===== src/rtl/bit_timing2.sv =====
// CAN bit timing unit: splits each nominal bit into SYNC/TSEG1/TSEG2 on prescaler tq ticks,
// emits transmit/sample points and applies hard sync or SJW-limited resync on falling edges.
module bit_timing2 (
    input  logic       clock,
    input  logic       reset,
    input  logic       Prescale_EN,
    input  logic       rx,
    input  logic [2:0] prop_seg,
    input  logic [2:0] phase_seg1,
    input  logic [2:0] phase_seg2,
    input  logic [1:0] sjw,
    input  logic       hard_sync_en,
    output logic       sample_point,
    output logic       sampled_bit,
    output logic       tx_point,
    output logic [1:0] bit_state
);

    typedef enum logic [1:0] {
        ST_SYNC  = 2'b00,
        ST_TSEG1 = 2'b01,
        ST_TSEG2 = 2'b10
    } state_t;

    state_t     state;
    logic [4:0] cnt;
    logic [2:0] ext;
    logic [2:0] shrt;
    logic       edge_pend;
    logic       resync_done;
    logic       rx_q;

    logic [4:0] l1_len;
    logic [2:0] sjw_len;
    logic       fell;
    logic       resync_ok;
    logic [4:0] cnt_inc;
    logic [2:0] ext_new;
    logic [2:0] shrt_new;
    logic       tseg1_end;
    logic       tseg2_end;
    logic       early_sync;

    assign l1_len    = {2'b00, prop_seg} + {2'b00, phase_seg1} + 5'd2;
    assign sjw_len   = {1'b0, sjw} + 3'd1;
    assign fell      = rx_q & ~rx;
    assign resync_ok = edge_pend & ~resync_done & sampled_bit;
    assign cnt_inc   = cnt + 5'd1;
    assign bit_state = state;

    // End checks are written as sums so no subtraction can wrap.
    always_comb begin
        ext_new = ext;
        if (resync_ok)
            ext_new = (cnt_inc < {2'b00, sjw_len}) ? cnt_inc[2:0] : sjw_len;
        shrt_new   = resync_ok ? sjw_len : shrt;
        tseg1_end  = ({1'b0, cnt} == ({1'b0, l1_len} + {3'b000, ext_new} - 6'd1));
        early_sync = resync_ok && ({3'b000, phase_seg2} <= ({1'b0, cnt} + {3'b000, sjw_len}));
        tseg2_end  = (({1'b0, cnt} + {3'b000, shrt_new}) == {3'b000, phase_seg2});
    end

    always_ff @(posedge clock or negedge reset) begin
        if (!reset) begin
            state        <= ST_SYNC;
            cnt          <= 5'd0;
            ext          <= 3'd0;
            shrt         <= 3'd0;
            edge_pend    <= 1'b0;
            resync_done  <= 1'b0;
            rx_q         <= 1'b1;
            sample_point <= 1'b0;
            tx_point     <= 1'b0;
            sampled_bit  <= 1'b1;
        end else begin
            rx_q         <= rx;
            sample_point <= 1'b0;
            tx_point     <= 1'b0;
            if (!Prescale_EN) begin
                edge_pend <= edge_pend | fell;
            end else begin
                // pending edge is consumed by this tick; a coincident new edge waits for the next
                edge_pend <= fell;
                if (edge_pend && hard_sync_en) begin
                    state       <= ST_TSEG1;
                    cnt         <= 5'd0;
                    ext         <= 3'd0;
                    shrt        <= 3'd0;
                    resync_done <= 1'b1;
                    tx_point    <= 1'b1;
                end else begin
                    case (state)
                        ST_SYNC: begin
                            state       <= ST_TSEG1;
                            cnt         <= 5'd0;
                            ext         <= 3'd0;
                            shrt        <= 3'd0;
                            resync_done <= 1'b0;
                        end
                        ST_TSEG1: begin
                            ext <= ext_new;
                            if (resync_ok)
                                resync_done <= 1'b1;
                            if (tseg1_end) begin
                                state        <= ST_TSEG2;
                                cnt          <= 5'd0;
                                sample_point <= 1'b1;
                                sampled_bit  <= rx_q;
                            end else begin
                                cnt <= cnt_inc;
                            end
                        end
                        ST_TSEG2: begin
                            if (resync_ok)
                                resync_done <= 1'b1;
                            if (early_sync) begin
                                // edge tq counts as the SYNC of the next bit
                                state    <= ST_TSEG1;
                                cnt      <= 5'd0;
                                ext      <= 3'd0;
                                tx_point <= 1'b1;
                            end else begin
                                shrt <= shrt_new;
                                if (tseg2_end) begin
                                    state    <= ST_SYNC;
                                    tx_point <= 1'b1;
                                end else begin
                                    cnt <= cnt_inc;
                                end
                            end
                        end
                        default: state <= ST_SYNC;
                    endcase
                end
            end
        end
    end

endmodule


===== config.mk =====
export PLATFORM = sky130hd
export DESIGN_NAME = bit_timing2
export DESIGN_NICKNAME = d
export VERILOG_FILES = /design/src/rtl/bit_timing2.sv
export SDC_FILE = /design/constraint.sdc
export NUM_CORES = 1
export LEC_CHECK = 0
export ABC_AREA = 1
export BUFFER_PORTS_ARGS = -buffer_cell sky130_fd_sc_hd__buf_2
export CAP_MARGIN = 40
export CORE_AREA = 2 2 78 80
export DETAILED_ROUTE_END_ITERATION = 10
export DIE_AREA = 0 0 80 82
export MAX_ROUTING_LAYER = met4
export PLACE_DENSITY_LB_ADDON = 0.3
export SYNTH_ARGS = -nofsm -noshare
export SYNTH_HDL_FRONTEND = slang
export SYNTH_SLANG_ARGS = --single-unit

===== constraint.sdc =====
create_clock -name clock -period 4.61 [get_ports clock]
set_input_delay 0.2305 -clock clock [delete_from_list [all_inputs] [get_ports clock]]
set_output_delay 0.2305 -clock clock [all_outputs]
set_load 0.01 [all_outputs]

==> results by group <==
Drt
  – 1st-pass router iterations: 6
  – DRC: 0
  – Highest Signal Layer: met4
  – M1 WL: 2.130 mm
  – Detail Route met3 WL: 234 µm
  – DR WL/cell: 11.65 µm
  – Total number of vias: 1,816
  – Vias per std cell: 4.754
  – Drt total wl: 4.452 mm
  – Post-route ant nets: 0
  – DRT iter0 DRCs: 76
  – DR WL met2: 2.001 mm

Logic synthesis
  – Cell count after synthesis: 283
  – Mapped Area: 1966 µm²
  – Post-synthesis sequential area ratio: 24.32%
  – Area share of the largest cell type after synthesis: 21.64%
  – Yosys warns: 0
  – Syn Nets: 325
  – Top post-synthesis cells by area: dfrtp_1 (22%), nand2_1 (16%), ha_1 (13%)
  – Register bit total from synthesis: 19
  – Mean post-synth cell area: 6.946 µm²
  – Synth area leader: dfrtp_1
  – Synth cell types: 26

Global route
  – Total gr overflow: 0
  – Vias in the first global route: 1,713
  – First-pass GRT wire length: 7.721 mm
  – GRT Total Usage: 15.53%
  – Largest net degree at the start of global routing: 20
  – Antenna violations before repair: 0

Job
  – Maxcap violations: 0

Floorplan
  – Initial Utilization: 34.21%
  – Ports: 21
  – DIE WIDTH: 80 µm
  – Row cnt: 28
  – Die Ht: 82 µm
  – DIE AREA: 6560 µm²
  – Core area: 5746 µm²

Clocking
  – CTS Buf Count: 3
  – TritonCTS clock tree: yes
  – Post-CTS resize count: 0
  – H-tree Lvls: 1
  – Clk slew on worst S/H paths: 0.07 ns
  – Max clock buf depth: 2
  – Worst-Skew Late Latency: 0.26 ns
  – CTS sink cnt: 19
  – Root Buffer: clkbuf_8

Finish
  – Final nets: 350
  – Final core utilization: 38.48%
  – Share of post-route cells with drive strength above 1: 18.24%
  – Commonest non-fill, non-tap cell in the layout: nand2_1
  – Layout area overhead: 12.48%
  – Commonest cells after routing, fill and taps aside: nand2_1 (82), inv_1 (51), nand3_1 (29)
  – Fill count: 648
  – N_diodes: 0

STA
  – Final Hold Vio Count: 0
  – Slew @ Worst Pin: 0.4087 ns
  – Final number of max-transition violations: 0
  – Setup tns final: 0 ns
  – Max-slew headroom: 72.75%
  – Final Cycle Share: 83.80%
  – Final Setup Violations: 0
  – Clk_skew: 0.005422 ns
  – Final Critical Period: 3.863 ns
  – RSZ-0062 raised after global routing: no
  – Max Clk Rate: 258.8 MHz
  – Final hold slack: 0.07273 ns

Setup path
  – Largest delay share family, worst path: adder cells
  – Critical Path Slowest Stage Cell: fa_1
  – Most frequent CP cell: nand2_1
  – WS Path Type: flop to flop
  – Critical path data required time: 4.76 ns
  – Worst path buffer plus inverter count: 1
  – CP arrival: 4.02 ns
  – Critical Path End Type: flop
  – Worst path max stage delay: 0.58 ns
  – CP max FO: 8
  – Worst-path cell chain: ha_1 > ha_1 > a21oi_1 > nor2_1 > nor2_4 > nand2_1 > nand2_1 > nand3_1 > o21ai_2 > fa_1 > fa_1 > inv_1 > nand2_1 > nand2_1 > nor2_1 > nand3_1 > nor2_2 > nand3_1 > nand2_1 > nand2_2 > nand2_1 > o21ai_1
  – Crit start category: flop

Power
  – Power density cells: 397.6 nW/µm²
  – VDD IR-drop max: 0.2310 mV
  – Leak Pwr: 1.194 nW

Placement
  – Final GP Congestion: 0.8658
  – IO Port Bufs: 20
  – DPL Wire Length: 3.710 mm

Run status
  – Status: complete, no violations

Hold path
  – Hold Path Class: input port to flop
-- worst paths after layout --
path,to,depth (start not counted),slack (ns),startpoint
setup / recovery,bit_state[1],22,0.75,cnt[0]
hold / removal,rx_q,1,0.07,rx
setup reg to reg,bit_state[1],22,0.75,cnt[0]
hold reg to reg,sampled_bit,2,0.49,sampled_bit
max in group asynchronous,sampled_bit,2,3.86,reset
min in group asynchronous,bit_state[0],2,0.43,reset
-- kinds of logic (layout without fill, tap and decap cells) --
kind of cell	count (synthesis)	in the layout	share of synthesized area, %
buf+inv	58	82	11.14
xor+xnor	3	3	1.337
compound gates	32	32	9.802
flops	19	19	24.32
fa+ha+maj	26	26	18.46
simple gates	145	145	34.95
-- timing repair --
action | in CTS | in global routing
endpoints found under the hold margin | 17 | 0
hold buffers | 1 | 0
setup buffers | 0 | 0
-- power by group --
part           leakage (nW)  switching, W  internal, W
clock                0.0255     0.0000546    0.0000601
combinational         0.917      0.000343     0.000192
sequential            0.251     0.0000332     0.000196
-- cells in the mapped netlist (all sizes together) --
cell,count
ha,21
xor2,3
fa,5
nor2,14
nand3,33
a31oi,1
o21bai,1
nand2,93
o21ai,18
a21oi,9
o31ai,1
o21a,2
dfstp,2
nand4,4
nand3b,1
dfrtp,17
buf,1
inv,57
-- flip-flops by register name, indices dropped and copies added, names as in the netlist --
| signal | count |
|---|---|
| cnt | 5 |
| edge_pend | 1 |
| sample_point | 1 |
| shrt | 3 |
| tx_point | 1 |
| resync_done | 1 |
| rx_q | 1 |
| bit_state | 2 |
| sampled_bit | 1 |
| ext | 3 |
-- metrics by stage --
step                setup WS, ns  std cells  cell area [µm²]  total power (W)
CTS                       0.7118        382             2211        0.0008870
finish                    0.7467        382             2211        0.0008791
global route              0.3577        382             2211        0.0009797
floorplan                  1.136        283             1966        0.0006420
global placement          0.7918        377             2155        0.0007627
detailed placement        0.7325        377             2155        0.0007660
-- worst register-to-register path, stage by stage (launching register included) --
cell and delay (ns):
dfrtp_1 0.48, ha_1 0.39, ha_1 0.29, a21oi_1 0.17, nor2_1 0.09, nor2_4 0.11, nand2_1 0.09, nand2_1 0.07
nand3_1 0.10, o21ai_2 0.12, fa_1 0.49, fa_1 0.58, inv_1 0.04, nand2_1 0.08, nand2_1 0.05, nor2_1 0.08
nand3_1 0.08, nor2_2 0.11, nand3_1 0.09, nand2_1 0.08, nand2_2 0.07, nand2_1 0.06, o21ai_1 0.06
-- final cells by class --
class	instances	area, µm²	share of cell area (%)
Clock inverter	1	5.005	0.2264
Multi-Input combinational cell	206	1269	57.39
Sequential cell	19	478.0	21.62
Clock buffer	3	41.29	1.868
Inverter	57	214.0	9.677
Tap cell	75	93.84	4.244
Timing Repair Buffer	21	110.1	4.980
-- routing by layer --
layer / track usage, % / up-vias
met1: 19.88 / 824
li1: - / 940
met5: - / -
met2: 25.25 / 43
met3: 2.527 / 9
met4: 4.915 / 0
No activity file was read; power rests on OpenSTA's default activity.
